`src/rtl/matmul_scheduler_pkg.sv`:
```
// Shared types, defaults and the operand-dimension check for the matmul scheduler.
package matmul_scheduler_pkg;

    localparam int unsigned MaxDimDefault       = 5;
    localparam int unsigned StartTimeoutDefault = 4;
    localparam int unsigned RunTimeoutDefault   = 32;

    localparam int unsigned CntWidth = 6;

    typedef enum logic [2:0] {
        StIdle    = 3'd0,
        StStart   = 3'd1,
        StRun     = 3'd2,
        StDone    = 3'd3,
        StError   = 3'd4,
        StRelease = 3'd5
    } state_e;

    // A job is legal when every dimension is 1..max_dim and the inner dimensions agree.
    function automatic logic dims_ok(logic [2:0] r1, logic [2:0] c1, logic [2:0] r2,
                                     logic [2:0] c2, int unsigned max_dim);
        logic ok;
        ok = (r1 != 3'd0) && (c1 != 3'd0) && (r2 != 3'd0) && (c2 != 3'd0);
        ok = ok && (32'(r1) <= max_dim) && (32'(c1) <= max_dim);
        ok = ok && (32'(r2) <= max_dim) && (32'(c2) <= max_dim);
        ok = ok && (c1 == r2);
        return ok;
    endfunction

endpackage

```
`src/rtl/matmul_scheduler_if.sv`:
```
// Requester, multiplier and status signals of the matmul scheduler.
interface matmul_scheduler_if;

    logic [1:0] req;
    logic [2:0] r1_0, c1_0, r2_0, c2_0;
    logic [2:0] r1_1, c1_1, r2_1, c2_1;
    logic       mult_busy;
    logic       mult_valid;
    logic       mult_en;
    logic       sel;
    logic [1:0] grant;
    logic [1:0] done;
    logic [1:0] err;
    logic [2:0] state_dbg;

    // Scheduler side.
    modport master (
        input  req, r1_0, c1_0, r2_0, c2_0, r1_1, c1_1, r2_1, c2_1, mult_busy, mult_valid,
        output mult_en, sel, grant, done, err, state_dbg
    );

    // Requester / multiplier side.
    modport slave (
        output req, r1_0, c1_0, r2_0, c2_0, r1_1, c1_1, r2_1, c2_1, mult_busy, mult_valid,
        input  mult_en, sel, grant, done, err, state_dbg
    );

endinterface

```
`src/rtl/rr_pick2.sv`:
```
// Combinational two-way round-robin picker: on a tie the requester not served last wins.
module rr_pick2 (
    input  logic [1:0] req,
    input  logic       last_served,
    output logic       pick,
    output logic       any
);

    // Requester 1 wins when it is alone or when requester 1 was not the last one served.
    always_comb begin
        any  = |req;
        pick = req[1] & (~req[0] | ~last_served);
    end

endmodule

```
`src/rtl/matmul_scheduler.sv`:
```
// Arbitrates two requesters onto one shared matrix multiplier and supervises each job.
module matmul_scheduler
    import matmul_scheduler_pkg::*;
#(
    parameter int unsigned MAX_DIM       = MaxDimDefault,
    parameter int unsigned START_TIMEOUT = StartTimeoutDefault,
    parameter int unsigned RUN_TIMEOUT   = RunTimeoutDefault
) (
    input logic                clk,
    input logic                reset_n,
    matmul_scheduler_if.master bus
);

    state_e                state_q, state_d;
    logic                  sel_q, sel_d;
    logic                  last_q, last_d;
    logic [CntWidth-1:0]   cnt_q, cnt_d;
    logic [1:0]            grant_q, grant_d;
    logic [1:0]            done_q, done_d;
    logic [1:0]            err_q, err_d;
    logic                  mult_en_q, mult_en_d;

    logic                  pick;
    logic                  any;
    logic [2:0]            pr1, pc1, pr2, pc2;
    logic                  req_sel;
    logic                  start_expired;
    logic                  run_expired;
    logic [1:0]            sel_oh;

    rr_pick2 u_pick (
        .req         (bus.req),
        .last_served (last_q),
        .pick        (pick),
        .any         (any)
    );

    assign pr1     = pick ? bus.r1_1 : bus.r1_0;
    assign pc1     = pick ? bus.c1_1 : bus.c1_0;
    assign pr2     = pick ? bus.r2_1 : bus.r2_0;
    assign pc2     = pick ? bus.c2_1 : bus.c2_0;
    assign req_sel = bus.req[sel_q];

    // cnt_q counts completed cycles in the current state, so the last allowed cycle is N-1.
    assign start_expired = 32'(cnt_q) >= START_TIMEOUT - 1;
    assign run_expired   = 32'(cnt_q) >= RUN_TIMEOUT - 1;

    // Next-state selection plus registered-output values derived from the next state.
    always_comb begin
        state_d = state_q;
        sel_d   = sel_q;
        last_d  = last_q;
        unique case (state_q)
            StIdle: begin
                if (any) begin
                    sel_d   = pick;
                    state_d = dims_ok(pr1, pc1, pr2, pc2, MAX_DIM) ? StStart : StError;
                end
            end
            StStart: begin
                if (!req_sel)           state_d = StRelease;
                else if (bus.mult_busy) state_d = StRun;
                else if (!bus.mult_valid || start_expired) state_d = StError;
            end
            StRun: begin
                if (!req_sel)            state_d = StRelease;
                else if (!bus.mult_busy) state_d = StDone;
                else if (run_expired)    state_d = StError;
            end
            StDone, StError: begin
                if (!req_sel) state_d = StRelease;
            end
            StRelease: begin
                last_d  = sel_q;
                state_d = StIdle;
            end
            default: state_d = StIdle;
        endcase

        cnt_d = (state_d != state_q) ? '0 :
                (&cnt_q)             ? cnt_q : cnt_q + 1'b1;

        sel_oh    = sel_d ? 2'b10 : 2'b01;
        mult_en_d = (state_d == StStart) || (state_d == StRun) || (state_d == StDone);
        grant_d   = (state_d == StStart) || (state_d == StRun) || (state_d == StDone) ||
                    (state_d == StError) ? sel_oh : 2'b00;
        done_d    = (state_d == StDone)  ? sel_oh : 2'b00;
        err_d     = (state_d == StError) ? sel_oh : 2'b00;
    end

    // State and output registers; reset drops mult_en immediately to clear the multiplier.
    always_ff @(posedge clk or negedge reset_n) begin
        if (!reset_n) begin
            state_q   <= StIdle;
            sel_q     <= 1'b0;
            last_q    <= 1'b1;
            cnt_q     <= '0;
            grant_q   <= 2'b00;
            done_q    <= 2'b00;
            err_q     <= 2'b00;
            mult_en_q <= 1'b0;
        end else begin
            state_q   <= state_d;
            sel_q     <= sel_d;
            last_q    <= last_d;
            cnt_q     <= cnt_d;
            grant_q   <= grant_d;
            done_q    <= done_d;
            err_q     <= err_d;
            mult_en_q <= mult_en_d;
        end
    end

    assign bus.mult_en   = mult_en_q;
    assign bus.sel       = sel_q;
    assign bus.grant     = grant_q;
    assign bus.done      = done_q;
    assign bus.err       = err_q;
    assign bus.state_dbg = state_q;

endmodule

```
`src/flat_wrapper.sv`:
```
// flat-port wrapper written by rule: the top's interface ports become plain ports
module matmul_scheduler_flat import matmul_scheduler_pkg::*;
#(
    parameter int unsigned MAX_DIM       = MaxDimDefault,
    parameter int unsigned START_TIMEOUT = StartTimeoutDefault,
    parameter int unsigned RUN_TIMEOUT   = RunTimeoutDefault
)
  (clk, reset_n, bus_req, bus_r1_0, bus_c1_0, bus_r2_0, bus_c2_0, bus_r1_1, bus_c1_1, bus_r2_1, bus_c2_1, bus_mult_busy, bus_mult_valid, bus_mult_en, bus_sel, bus_grant, bus_done, bus_err, bus_state_dbg);
  matmul_scheduler_if bus_i ();
  input logic clk;
  input logic reset_n;
  input wire logic [$bits(bus_i.req)-1:0] bus_req;
  input wire logic [$bits(bus_i.r1_0)-1:0] bus_r1_0;
  input wire logic [$bits(bus_i.c1_0)-1:0] bus_c1_0;
  input wire logic [$bits(bus_i.r2_0)-1:0] bus_r2_0;
  input wire logic [$bits(bus_i.c2_0)-1:0] bus_c2_0;
  input wire logic [$bits(bus_i.r1_1)-1:0] bus_r1_1;
  input wire logic [$bits(bus_i.c1_1)-1:0] bus_c1_1;
  input wire logic [$bits(bus_i.r2_1)-1:0] bus_r2_1;
  input wire logic [$bits(bus_i.c2_1)-1:0] bus_c2_1;
  input wire logic [$bits(bus_i.mult_busy)-1:0] bus_mult_busy;
  input wire logic [$bits(bus_i.mult_valid)-1:0] bus_mult_valid;
  output wire logic [$bits(bus_i.mult_en)-1:0] bus_mult_en;
  output wire logic [$bits(bus_i.sel)-1:0] bus_sel;
  output wire logic [$bits(bus_i.grant)-1:0] bus_grant;
  output wire logic [$bits(bus_i.done)-1:0] bus_done;
  output wire logic [$bits(bus_i.err)-1:0] bus_err;
  output wire logic [$bits(bus_i.state_dbg)-1:0] bus_state_dbg;
  assign bus_i.req = bus_req;
  assign bus_i.r1_0 = bus_r1_0;
  assign bus_i.c1_0 = bus_c1_0;
  assign bus_i.r2_0 = bus_r2_0;
  assign bus_i.c2_0 = bus_c2_0;
  assign bus_i.r1_1 = bus_r1_1;
  assign bus_i.c1_1 = bus_c1_1;
  assign bus_i.r2_1 = bus_r2_1;
  assign bus_i.c2_1 = bus_c2_1;
  assign bus_i.mult_busy = bus_mult_busy;
  assign bus_i.mult_valid = bus_mult_valid;
  assign bus_mult_en = bus_i.mult_en;
  assign bus_sel = bus_i.sel;
  assign bus_grant = bus_i.grant;
  assign bus_done = bus_i.done;
  assign bus_err = bus_i.err;
  assign bus_state_dbg = bus_i.state_dbg;
  matmul_scheduler #(.MAX_DIM(MAX_DIM), .START_TIMEOUT(START_TIMEOUT), .RUN_TIMEOUT(RUN_TIMEOUT)) u_core (.clk(clk), .reset_n(reset_n), .bus(bus_i));
endmodule
```
`config.mk`:
```
export PLATFORM = sky130hd
export DESIGN_NAME = matmul_scheduler_flat
export DESIGN_NICKNAME = d
export VERILOG_FILES = /design/src/rtl/matmul_scheduler_pkg.sv /design/src/rtl/matmul_scheduler_if.sv /design/src/rtl/rr_pick2.sv /design/src/rtl/matmul_scheduler.sv /design/src/flat_wrapper.sv
export SDC_FILE = /design/constraint.sdc
export NUM_CORES = 1
export LEC_CHECK = 0
export CELL_PAD_IN_SITES_DETAIL_PLACEMENT = 2
export CELL_PAD_IN_SITES_GLOBAL_PLACEMENT = 2
export CORE_ASPECT_RATIO = 1.25
export CORE_MARGIN = 2
export CORE_UTILIZATION = 29
export DETAILED_ROUTE_END_ITERATION = 10
export GPL_ROUTABILITY_DRIVEN = 0
export HOLD_SLACK_MARGIN = 0.03
export PLACE_DENSITY = 0.93
export SLEW_MARGIN = 30
export SYNTH_ARGS = -nofsm -noshare
export SYNTH_HDL_FRONTEND = slang
export SYNTH_SLANG_ARGS = --single-unit
```
`constraint.sdc`:
```
create_clock -name clk -period 4.7 [get_ports clk]
set_clock_uncertainty 0.1 [all_clocks]
set_input_delay 1.41 -clock clk [delete_from_list [all_inputs] [get_ports clk]]
set_output_delay 1.41 -clock clk [all_outputs]
set_load 0.03 [all_outputs]
```
==> Yosys cells after proc, flatten, opt, wreduce, memory -nomap -nowiden <==
Index checks and enable logic that the tools add are counted.
{ "totals": {"regBits": 18} }
{ "op_classes": {"n_addsub": 1, "order_cmp": 7, "n_eq_ne": 12, "n_mux": 24, "n_bitwise": 4, "reduce_logical": 21} }
{ "op_table": {"columns": ["operator", "n"], "rows": [
  ["3-bit two-way mux", 13],
  ["3-bit by 2-bit equality test with 1-bit output, second input constant", 4],
  ["3-bit <= comparator, second input constant", 4],
  ["6-bit two-way mux", 2],
  ["3-bit one-hot mux with 4 select lines", 1],
  ["3-bit nonzero test", 4],
  ["3-bit equality test, second input constant", 3],
  ["1-bit logical AND", 8],
  ["2-bit two-way mux", 4],
  ["6-bit by 1-bit adder with 6-bit output, second input constant", 1],
  ["3-bit by 1-bit equality test with 1-bit output, second input constant", 2],
  ["6-bit by 2-bit greater-or-equal comparator with 1-bit output, second input constant", 1],
  ["6-bit by 5-bit greater-or-equal comparator with 1-bit output, second input constant", 1],
  ["6-bit AND reduction", 1],
  ["1-bit logical OR", 4],
  ["1-bit two-way mux", 4],
  ["2-bit OR reduction", 2],
  ["3-bit equality test", 1],
  ["3-bit zero test", 1],
  ["3-bit != test", 1],
  ["1-bit by 2-bit less-than comparator with 1-bit output, second input constant", 1],
  ["2-bit by 1-bit != test with 1-bit output, second input constant", 1],
  ["1-bit inverter", 2],
  ["1-bit bitwise AND", 1],
  ["2 further kinds", 2]
]} }

==> Longest topological paths before layout <==
{ "logic_depth": {"ltp_word": 21, "mapped_depth": 7, "depth_no_buf": 7} }

==> Hierarchy <==
A second synthesis with hierarchy kept.
{ "unflattened": {"hier_cells": 134, "hier_area_um2": 1226.2} }
{ "modules_own_cells": {"columns": ["mod", "n_inst", "cells_each", "area_each_um2", "seq_area_each_um2"], "rows": [
  ["matmul_scheduler", 1, 132, 1212.4, 451.7],
  ["rr_pick2", 1, 2, 13.8, 0.0]
]} }

==> Worst setup path before layout <==
No wires, ideal clock.
{ "synth_path": {"kind": "input port to flip-flop", "startpoint": "input bus_req[1]", "endpoint": "register u_core.err_q[1], in the netlist u_core.bus.err[1]", "setup_ns": 0.131, "t_arrival_ns": 2.482, "required_time_ns": 4.469, "slack_ns": 1.987, "cell_stages": 5, "cell_sequence": "a21boi_2 or4_4 a21oi_2 o32a_1 nor2_1"} }
{ "synth_between": {"elab_chain_len": 16, "word_cells_on_any_way": 36} }
{ "synth_rtl": {"columns": ["element", "line_no", "rtl"], "rows": [
  ["start, declared", "flat_wrapper.sv:12", "input wire logic [$bits(bus_i.req)-1:0] bus_req;"],
  ["parallel branches: the longest is 15 deep, another holds 3-bit <= comparator", null, null],
  ["2-bit two-way mux *", "matmul_scheduler.sv:88", "err_d = (state_d == StError) ? sel_oh : 2'b00;"],
  ["net u_core.err_d[1]", "matmul_scheduler.sv:20", "logic [1:0] err_q, err_d;"],
  ["end signal, assigned", "matmul_scheduler.sv:109", "err_q <= err_d;"],
  ["end, declared", "matmul_scheduler.sv:20", null]
]} }
Mark *: on every way through the listed nets, which the timed path passes. The select of a mux whose other input is x is not followed.
A chain may end at the register's enable or synchronous reset.

==> Final worst setup path <==
{ "layout_path": {"startpoint": "register u_core.state_q[2], in the netlist u_core.bus.state_dbg[2]", "endpoint": "output bus_state_dbg[2]"} }
{ "layout_lines": {"columns": ["element", "line_no", "rtl"], "rows": [
  ["start, declared", "matmul_scheduler.sv:14", "state_e state_q, state_d;"],
  ["start signal, assigned", "matmul_scheduler.sv:94", "state_q <= StIdle;"],
  ["start signal, assigned", "matmul_scheduler.sv:103", "state_q <= state_d;"],
  ["end, declared", "flat_wrapper.sv:28", "output wire logic [$bits(bus_i.state_dbg)-1:0] bus_state_dbg;"]
]} }
No word-level cell between the ends.

==> metrics.csv <==
metric;value;unit
outcome;finished, final reports clean;
Max VDD drop;0.0001501;V
global-route usage over all layers;16.49;%
FF+latch count, synth;18;
CTS sink count;18;
DRC errors left;0;
Avg Cell Area, Syn;9.789;um^2
CP Class;reg2out;
worst-skew pair later-pin latency;0.26;ns
post-synth top area cell;dfrtp_1;
Area contributors post-synth;dfrtp_1 (35%), nand2_1 (3.4%), a211oi_2 (3.1%), nor2_1 (3.1%), a21oi_1 (2.9%);
MaxCap Viol Count;0;
GRT overflow;0;
initial antenna violation count;0;
YS warnings;0;
CTS buffer count;3;
Setup crit start kind;flip-flop;
via count;1141;
FMAX;0.3106;GHz
Post-synth EDFFs;0;
PortBufs;40;
Crit path max-delay family;buffers and inverters;
via count of the first global-routing pass;1299;
DIE WIDTH;62.10;um
Initial DRT Pass Iterations;4;
Mapped Area;1224;um^2
CP max stage delay;0.78;ns
core area;4066;um^2
async set-reset flop share out of synthesis;100.0;%
XOR/XNOR share of the synthesized area;4.294;%
CP Buf/Inv Count;1;
crit-path max FO;14;
share of cells above drive strength 1;14.63;%
Final Cycle Share;68.51;%
final hold viol count;0;
Routed Antenna Nets;0;
worst path cell trace;clkdlybuf4s50_1;
nets;196;
Worst path slowest cell;clkdlybuf4s50_1;
Critical Path End Type;output port;
Root Driver;clkbuf_8;
drt via density;5.186;
largest family of logic cells by synthesized area;compound AO/OA/AOI/OAI gates;
post-cts sizing count;0;
top_reg_cell synth;dfrtp_1;
simple-gate share of the synthesized area;20.55;%
Rel. slew slack;44.72;%
Hold WS;0.5140;ns
# Post-CTS Setup Buffers;0;
Synth Instances;125;
P_leak;0.6727;nW
pwr/cell area;502.4;nW/um^2
largest net degree at the start of global routing;19;
min-delay worst type;reg2reg;
Setup violations, final;0;
area delta synth->final;38.85;%
final wirelength;3664;um
CTS tree;built;
Longest Clk Path Bufs;2;
post-layout min period;3.220;ns
fin. max-slew vios;0;
clock-pin slew on the worst setup and hold paths;0.07;ns
Starting Density;30.09;%
# H-tree levels;1;
syn nets;156;
die height;76.63;um
slew of the pin with the lowest slew margin;0.8267;ns
critical path arrival;1.71;ns
initial DRC count;26;
Synth Area in Adders;1.022;%
Reg area;451.7;um^2
FP Rows;26;
Seq/Total Area, Yosys;36.91;%
compound-gate portion of the synthesized area;28.12;%
number of diodes;0;
setup TNS;0;ns
IO Pins;41;
HPWL after DPL;3008;um
first-pass GRT wire length;6182;um
RSZ-0062 raised after global routing;no;
Crit path required time;3.19;ns
multiplexer share of the synthesized area;2.863;%
Die ar.;4758;um^2
Fill cells;450;
top-area cell type share of the netlist area;34.76;%
distinct cell type count after synthesis;54;
WL/cell;16.65;um
area of the multi-input gates;695.7;um^2
CTS hold repair buffers;0;
-- registers in the layout, indices dropped and copies added (netlist names) --
name                  flops
u_core.cnt_q              6
u_core.bus.state_dbg      3
u_core.bus.done           2
u_core.bus.err            2
u_core.bus.grant          2
u_core.bus.mult_en        1
u_core.bus.sel            1
u_core.last_q             1
-- final timing paths --
check,start,end,slack [ns],depth (start not counted)
min in group asynchronous,reset_n,u_core.cnt_q[4],1.52,1
worst max register to register,u_core.cnt_q[0],u_core.bus.grant[0],2.40,7
worst max-delay path,u_core.bus.state_dbg[2],bus_state_dbg[2],1.48,1
worst min-delay path,u_core.cnt_q[4],u_core.cnt_q[4],0.51,1
worst min register to register,u_core.cnt_q[4],u_core.cnt_q[4],0.51,1
max in group asynchronous,reset_n,u_core.bus.state_dbg[0],2.46,1
-- where the power goes --
| part | total [mW] | internal (mW) | switching, mW |
|---|---|---|---|
| sequential | 0.268 | 0.203 | 0.0651 |
| combinational | 0.457 | 0.196 | 0.261 |
| clock | 0.129 | 0.0746 | 0.0541 |
| total | 0.854 | 0.473 | 0.380 |
-- routing by layer --
metal  vias up  track usage, %  part of all wire (%)
met5         -               0                     0
met4         0           5.333                   1.5
met3         5           3.840                   5.4
met2        33           33.80                    58
met1       558           15.66                    35
li1        545               -                     -
-- area by class of cell --
cell class                 instances  share of cell area (%)
multi-input combinational         95                   40.94
sequential                        18                   26.58
timing repair buffer              40                   23.56
tap                               56                   4.124
clock buffer                       4                   3.240
inverter                           7                   1.546
-- kinds of logic (layout without fill, tap and decap cells) --
| group | Yosys count | in the layout |
|---|---|---|
| AND/OR/NAND/NOR | 45 | 45 |
| AO/OA/AOI/OAI | 40 | 40 |
| flip-flops | 18 | 18 |
| buffers and inverters | 12 | 51 |
| XOR/XNOR | 6 | 6 |
| multiplexers | 3 | 3 |
| adder cells (fa/ha/maj) | 1 | 1 |
-- stage by stage --
| step | setup WS, ns | power, mW | utilization, % | cell area, um^2 | std cells |
|---|---|---|---|---|---|
| finish | 1.480 | 0.8536 | 41.78 | 1699 | 220 |
| global route | 1.328 | 0.9182 | 41.78 | 1699 | 220 |
| CTS | 1.481 | 0.8655 | 41.78 | 1699 | 220 |
| detailed placement | 1.289 | 0.7332 | 40.43 | 1644 | 216 |
| global placement | 1.393 | 0.7025 | 40.43 | 1644 | 216 |
| floorplan | 1.987 | 0.5767 | - | 1224 | 125 |
-- placed cells by master (no fill, tap or decap), types with 2 or more instances in the layout --
master | netlist | routed
nand2_1 | 11 | 11
clkdlybuf4s50_1 | 0 | 40
a21oi_1 | 7 | 7
xnor2_1 | 4 | 4
a31oi_1 | 3 | 3
nand3_1 | 2 | 2
nor2_2 | 2 | 2
dfrtp_1 | 17 | 17
o211ai_1 | 2 | 2
o21ai_0 | 2 | 2
xor2_1 | 2 | 2
o31ai_1 | 2 | 2
clkbuf_8 | 2 | 4
nor3_1 | 6 | 6
a211oi_2 | 3 | 3
o21bai_1 | 4 | 4
nor2_1 | 10 | 10
inv_1 | 7 | 7
o22ai_1 | 2 | 2
o21ai_1 | 2 | 2
-- synth_stat cells (2+ instances only) --
cell / n
a31oi_1: 3
a21oi_1: 7
o211ai_1: 2
o21bai_1: 4
inv_1: 7
o22ai_1: 2
o31ai_1: 2
nor3_1: 6
dfrtp_1: 17
xnor2_1: 4
o21ai_0: 2
xor2_1: 2
nor2_2: 2
clkbuf_8: 2
nand3_1: 2
nor2_1: 10
o21ai_1: 2
nand2_1: 11
a211oi_2: 3
(Power assumes the default switching activity.)
